--- src/rtl/edge_zone_counter_if.sv ---
// Pixel stream in, per-zone edge counts and hit flags out.
interface edge_zone_counter_if #(
    parameter int NZ = 12
);
    logic          pixel_valid;
    logic [9:0]    x_pixel;
    logic [9:0]    y_pixel;
    logic          edge_in;
    logic [14:0]   thresh;
    logic [3:0]    rd_sel;
    logic [14:0]   rd_count;
    logic [NZ-1:0] hit;
    logic          frame_done;

    modport master (
        output pixel_valid, x_pixel, y_pixel, edge_in, thresh, rd_sel,
        input  rd_count, hit, frame_done
    );

    modport slave (
        input  pixel_valid, x_pixel, y_pixel, edge_in, thresh, rd_sel,
        output rd_count, hit, frame_done
    );
endinterface

--- src/rtl/edge_zone_counter.sv ---
// Counts Sobel edge pixels per screen zone over one SOF..EOF frame
// and publishes latched counts and threshold hits at end of frame.
module edge_zone_counter #(
    parameter int H_RES  = 640,
    parameter int V_RES  = 480,
    parameter int CELL_W = 160,
    parameter int CELL_H = 160
) (
    input  logic               clk,
    input  logic               reset,
    edge_zone_counter_if.slave bus
);
    localparam int NCOL = H_RES / CELL_W;
    localparam int NROW = V_RES / CELL_H;
    localparam int NZ   = NCOL * NROW;
    localparam logic [14:0] SAT = 15'h7FFF;

    typedef struct packed {
        logic       valid;
        logic [3:0] zone;
        logic       edg;
        logic       sof;
        logic       eof;
    } pix_t;

    typedef enum logic [1:0] {
        WAIT_SOF,
        ACCUM,
        LATCH
    } state_t;

    pix_t          in_pix;
    pix_t          s1;
    pix_t          sk;
    logic          sk_full;
    logic          stall;
    state_t        state;
    state_t        state_nx;
    logic          clr;
    logic          inc;
    logic          latch;
    logic [NZ-1:0] bump;
    logic [14:0]   cnt [NZ];
    logic [14:0]   lat [NZ];
    logic [NZ-1:0] hit_q;
    logic          fd_q;
    logic [14:0]   rd_q;

    always_comb begin : decode
        int x;
        int y;
        int col;
        int row;
        x   = int'(bus.x_pixel);
        y   = int'(bus.y_pixel);
        col = 0;
        row = 0;
        for (int c = 1; c < NCOL; c++)
            if (x >= c * CELL_W) col = c;
        for (int r = 1; r < NROW; r++)
            if (y >= r * CELL_H) row = r;
        in_pix       = '0;
        in_pix.valid = bus.pixel_valid && (x < H_RES) && (y < V_RES);
        in_pix.zone  = 4'(row * NCOL + col);
        in_pix.edg   = bus.edge_in;
        in_pix.sof   = in_pix.valid && (x == 0) && (y == 0);
        in_pix.eof   = in_pix.valid && (x == H_RES - 1) && (y == V_RES - 1);
    end

    // A SOF sitting in stage 1 during LATCH is held; the pixel arriving
    // meanwhile parks in a one-entry skid that drains on the next idle cycle.
    assign stall = (state == LATCH) && s1.valid && s1.sof;

    always_ff @(posedge clk or posedge reset) begin
        if (reset) begin
            s1      <= '0;
            sk      <= '0;
            sk_full <= 1'b0;
        end else if (stall) begin
            if (!sk_full) begin
                sk      <= in_pix;
                sk_full <= in_pix.valid;
            end
        end else if (sk_full) begin
            s1      <= sk;
            sk      <= in_pix;
            sk_full <= in_pix.valid;
        end else begin
            s1 <= in_pix;
        end
    end

    always_ff @(posedge clk or posedge reset) begin
        if (reset) state <= WAIT_SOF;
        else       state <= state_nx;
    end

    always_comb begin
        state_nx = state;
        clr      = 1'b0;
        inc      = 1'b0;
        latch    = 1'b0;
        unique case (state)
            WAIT_SOF: begin
                if (s1.valid && s1.sof) begin
                    state_nx = ACCUM;
                    clr      = 1'b1;
                    inc      = s1.edg;
                end
            end
            ACCUM: begin
                if (s1.valid) begin
                    clr = s1.sof;
                    inc = s1.edg;
                    if (s1.eof) state_nx = LATCH;
                end
            end
            LATCH: begin
                latch    = 1'b1;
                state_nx = WAIT_SOF;
            end
            default: state_nx = WAIT_SOF;
        endcase
    end

    always_comb begin
        bump = '0;
        for (int i = 0; i < NZ; i++)
            bump[i] = inc && (s1.zone == 4'(i));
    end

    always_ff @(posedge clk or posedge reset) begin
        if (reset) begin
            for (int i = 0; i < NZ; i++) cnt[i] <= '0;
        end else begin
            for (int i = 0; i < NZ; i++) begin
                if (clr)
                    cnt[i] <= bump[i] ? 15'd1 : 15'd0;
                else if (bump[i] && cnt[i] != SAT)
                    cnt[i] <= cnt[i] + 15'd1;
            end
        end
    end

    always_ff @(posedge clk or posedge reset) begin
        if (reset) begin
            for (int i = 0; i < NZ; i++) lat[i] <= '0;
            hit_q <= '0;
            fd_q  <= 1'b0;
        end else begin
            fd_q <= latch;
            if (latch) begin
                for (int i = 0; i < NZ; i++) begin
                    lat[i]   <= cnt[i];
                    hit_q[i] <= cnt[i] >= bus.thresh;
                end
            end
        end
    end

    always_comb begin
        rd_q = '0;
        for (int i = 0; i < NZ; i++)
            if (bus.rd_sel == 4'(i)) rd_q = lat[i];
    end

    assign bus.rd_count   = rd_q;
    assign bus.hit        = hit_q;
    assign bus.frame_done = fd_q;
endmodule

--- src/flat_wrapper.sv ---
// flat-port wrapper written by rule: the top's interface ports become plain ports
module edge_zone_counter_flat 
#(
    parameter int H_RES  = 640,
    parameter int V_RES  = 480,
    parameter int CELL_W = 160,
    parameter int CELL_H = 160
)
  (clk, reset, bus_pixel_valid, bus_x_pixel, bus_y_pixel, bus_edge_in, bus_thresh, bus_rd_sel, bus_rd_count, bus_hit, bus_frame_done);
  edge_zone_counter_if #(.NZ((12))) bus_i ();
  input  logic clk;
  input  logic reset;
  input wire logic [$bits(bus_i.pixel_valid)-1:0] bus_pixel_valid;
  input wire logic [$bits(bus_i.x_pixel)-1:0] bus_x_pixel;
  input wire logic [$bits(bus_i.y_pixel)-1:0] bus_y_pixel;
  input wire logic [$bits(bus_i.edge_in)-1:0] bus_edge_in;
  input wire logic [$bits(bus_i.thresh)-1:0] bus_thresh;
  input wire logic [$bits(bus_i.rd_sel)-1:0] bus_rd_sel;
  output wire logic [$bits(bus_i.rd_count)-1:0] bus_rd_count;
  output wire logic [$bits(bus_i.hit)-1:0] bus_hit;
  output wire logic [$bits(bus_i.frame_done)-1:0] bus_frame_done;
  assign bus_i.pixel_valid = bus_pixel_valid;
  assign bus_i.x_pixel = bus_x_pixel;
  assign bus_i.y_pixel = bus_y_pixel;
  assign bus_i.edge_in = bus_edge_in;
  assign bus_i.thresh = bus_thresh;
  assign bus_i.rd_sel = bus_rd_sel;
  assign bus_rd_count = bus_i.rd_count;
  assign bus_hit = bus_i.hit;
  assign bus_frame_done = bus_i.frame_done;
  edge_zone_counter #(.H_RES(H_RES), .V_RES(V_RES), .CELL_W(CELL_W), .CELL_H(CELL_H)) u_core (.clk(clk), .reset(reset), .bus(bus_i));
endmodule
--- config.mk ---
export PLATFORM = sky130hd
export DESIGN_NAME = edge_zone_counter_flat
export DESIGN_NICKNAME = d
export VERILOG_FILES = /design/src/rtl/edge_zone_counter_if.sv /design/src/rtl/edge_zone_counter.sv /design/src/flat_wrapper.sv
export SDC_FILE = /design/constraint.sdc
export NUM_CORES = 1
export LEC_CHECK = 0
export ABC_AREA = 1
export CAP_MARGIN = 40
export CORE_MARGIN = 5
export CORE_UTILIZATION = 30
export DETAILED_ROUTE_END_ITERATION = 8
export PLACE_DENSITY = 0.45
export SYNTH_ARGS = -nofsm -noshare
export SYNTH_HDL_FRONTEND = slang
export SYNTH_SLANG_ARGS = --single-unit
--- constraint.sdc ---
create_clock -name clk -period 12.45 [get_ports clk]
set_input_delay 1.245 -clock clk [delete_from_list [all_inputs] [get_ports clk]]
set_output_delay 1.245 -clock clk [all_outputs]
set_load 0.01 [all_outputs]
==> impl_results.md <==
* DRT Wirelength at between 80000 and 90000 um
* Die width at 296 um
* Sum of negative setup slack at 0 ns
* Num CTS Buffers at just over 50
* Crit path largest cell delay at approximately 0.64 ns
* Worst EP arrival at between 4 and 5 ns
* Clk buf depth at 3
* CTS root buffer: clkbuf_16
* Post-synthesis simple-gate area fraction at 0.300
* Seq/Total Area, Yosys at 0.401
* Yosys warns at 0
* Post-synthesis async set-or-reset flop share at 1.00
* Postcts setup bufs at 0
* WL/cell at ~20 um
* Worst hold slack at roughly 0.48 ns
* CTS clk-pin slew, worst paths at about 0.060 ns
* Cell area after layout at about 28000 um^2
* Area Growth Syn to Fin at 15.3%
* Worst-path cell chain: clkdlybuf4s50_1 -> nand2_1 -> nor2_1 -> inv_1 -> o21ai_0 -> inv_1 -> nand4_1 -> nand2_1 -> nand4_1 -> clkdlybuf4s50_1
* Vias in the first global route at around 21000
* CP Max Fanout at 12
* Relative slew slack at 0.385
* Status: completed
* Final setup fails at 0
* Filler Cell Count at between 8000 and 9000
* Starting Density at 0.303
* Max Fclk at about 0.19 GHz
* Routed vias/inst at just over 5
* Final worst-path cycle share at 0.434
* Total GRT Usage at 0.202
* Worst hold start: u_core.sk[5]
* Layout net count at 3580
* Largest family of logic cells by synthesized area: simple AND/OR/NAND/NOR gates
* Port buffer count at 70
* CTS Hold Bufs at 0
* DRT iter0 DRCs at roughly 1900
* DIE AREA at 87400 um^2
* Pre-antenna DRT Iters at 6
* Total power per unit cell area at between 100 and 150 nW/um^2
* Number of synthesized flops with an enable pin at 0
* CTS tree: built
* Yosys reg bits at 392
* H-tree depth at 2
* Post-Syn Area per Cell at approximately 7.4 um^2
* Largest net degree at the start of global routing at 166
* Non-Filler Instances at around 4400
* CP Capture Type: output pin
* # IOs at 71
* Synthesized area at roughly 24000 um^2
* Netlist cell types at 47
* Mux contribution to synthesized area at 0
* Main flop type after synthesis: dfrtp_1
* Worst vdd ir at between 0.1 and 0.15 mV
* Worst setup path startpoint: bus_rd_sel[0]
* Final ANT Viol Nets at 0
* DP HPWL at about 63000 um
* Pleak at approximately 0.013 uW
* Compound-Gate Fraction of Synth Area at 0.116
* Area of placed instances at approximately 26000 um^2
* Mapped Cells at 3288
* Critical R2R Launch: u_core.state[0]
* Via count at about 22000
* Tightest Pin Transition at 0.923 ns
* Worst path bufs/invs at 4
* Proportion of layout cells with a drive suffix above 1 at 0.0555
* Worst-skew pair later-pin latency at a little over 0.6 ns
* Die height at slightly below 300 um
* Startpoint types: input pin
* XOR/XNOR Fraction of Synth Area at 0.00859
* Max-slew violations at 0
* Crit path max-delay family: buffers and inverters
* Number of max-cap violations at 0
* Antenna violations before repair at 13
* Final min period at ~5.4 ns
* First-pass GRT wire length at 136000 um
* Setup Skew at about 0.021 ns
* Worst Hold Class: flop to flop
* CP Class: input pin to output pin
* Final hold violations at 0
* # DRC at 0
* Routability Congestion at between 0.8 and 0.9
* Adder-cell share of the synthesized area at 0.0982
* Clk sinks at between 300 and 400
* Grt total ovfl at 0
* CP max stage cell: nor2_1
* Core Box Area at about 81000 um^2
* # resized after CTS at 0
* RSZ-0062 raised after global routing: no
* FP Rows at ~100
* Worst endpoint required time at ~11 ns
* Inst Count DP at roughly 4400
* Mapped Nets at ~3500
## sequential cells by signal (all words and copies together) (netlist names)
register               count
u_core.bus.frame_done      1
u_core.bus.hit            12
u_core.cnt               180
u_core.lat               180
u_core.s1                  8
u_core.sk                  8
u_core.sk_full             1
u_core.state               2
## cells in the final DEF (no fill, tap or decap), drive strengths merged, types with 6 or more instances in the layout
cell,count
ha,192
nor3,121
o211ai,16
nand3,216
bufinv,6
nor3b,11
dfrtp,392
nand2,870
or2,19
clkinv,14
clkdlybuf4s50,70
nand3b,10
o31ai,12
xor2,23
clkbuf,69
buf,38
a21oi,128
nor4,8
o21ai,374
inv,387
nand4,178
nor2,213
## cell families after synthesis
kind of cell | count (synthesis)
compound gates | 542
flops | 392
buf+inv | 490
xor+xnor | 24
fa+ha+maj | 192
simple gates | 1648
## power by group
group          leakage (uW)  switching, uW  internal (uW)
clock              0.000861            618            936
sequential          0.00545           1.90           1280
combinational       0.00675            113           48.8
## through the flow
stage,total power (uW),utilization,worst slack [ns]
floorplan,1390,-,0.307
global placement,1460,0.326,7.01
detailed placement,1470,0.328,7.11
CTS,3050,0.350,7.09
global route,3110,0.350,6.83
finish,3000,0.350,7.04
## routing by layer
metal	global-route usage	up-vias	wire, um
met5	0	-	23
met4	0.0548	4	2450
met3	0.0334	122	5140
met2	0.306	550	38100
met1	0.299	10700	43400
li1	-	11100	-
## layout make-up
type / instances / area [um^2] / share of cell area
antenna: 1 / 2.50 / 0.0000887
clock buffer: 69 / 1430 / 0.0508
clock inverter: 24 / 319 / 0.0113
inverter: 386 / 1470 / 0.0521
multi-input combinational: 2406 / 12800 / 0.453
sequential: 392 / 9810 / 0.348
tap: 1060 / 1330 / 0.0470
timing repair buffer: 108 / 1090 / 0.0385
## worst paths after layout
| check | to | slack [ns] | cells after the start |
|---|---|---|---|
| max | bus_rd_count[13] | 7.04 | 10 |
| min reg2reg | u_core.sk[5] | 0.48 | 2 |
| max reg2reg | u_core.sk[7] | 9.53 | 9 |
| min in group asynchronous | u_core.bus.hit[1] | 1.14 | 2 |
| max in group asynchronous | u_core.cnt[6] | 9.54 | 5 |
| min | u_core.sk[5] | 0.48 | 2 |
## Yosys cell counts, types with 3 or more instances
cell      count  area (um^2)
nand3_1     214         1070
o21ai_1      30          150
a21oi_1     128          641
nor3b_1       9         67.6
clkbuf_1     73          274
o21ai_0     341         1710
o211ai_1     16          120
nor2_4        6         67.6
xor2_1       23          201
dfrtp_1     392         9810
nand3b_1     10         75.1
nand2_1     866         3250
buf_1        10         37.5
or2_2        18          113
nor3_1      118          591
nor2_1      195          732
a22oi_1       3         22.5
nor2_2       12         75.1
nor4_1        8         50.1
nand2_2       4         25.0
ha_1        192         2400
inv_2        11         41.3
buf_4         5         37.5
buf_2        13         65.1
o31ai_1      12         90.1
nor3_2        3         30.0
inv_1       372         1400
nand4_1     177         1110
## worst reg2reg max path: stages, from the launching register on
cell	delay [ns]
dfrtp_1	0.46
nor2_4	0.12
buf_4	0.61
inv_8	0.43
nor2_2	0.41
nand2_1	0.12
nand2_1	0.30
inv_1	0.18
nand2_1	0.08
o21ai_0	0.08
No activity file was read; power rests on OpenSTA's default activity.
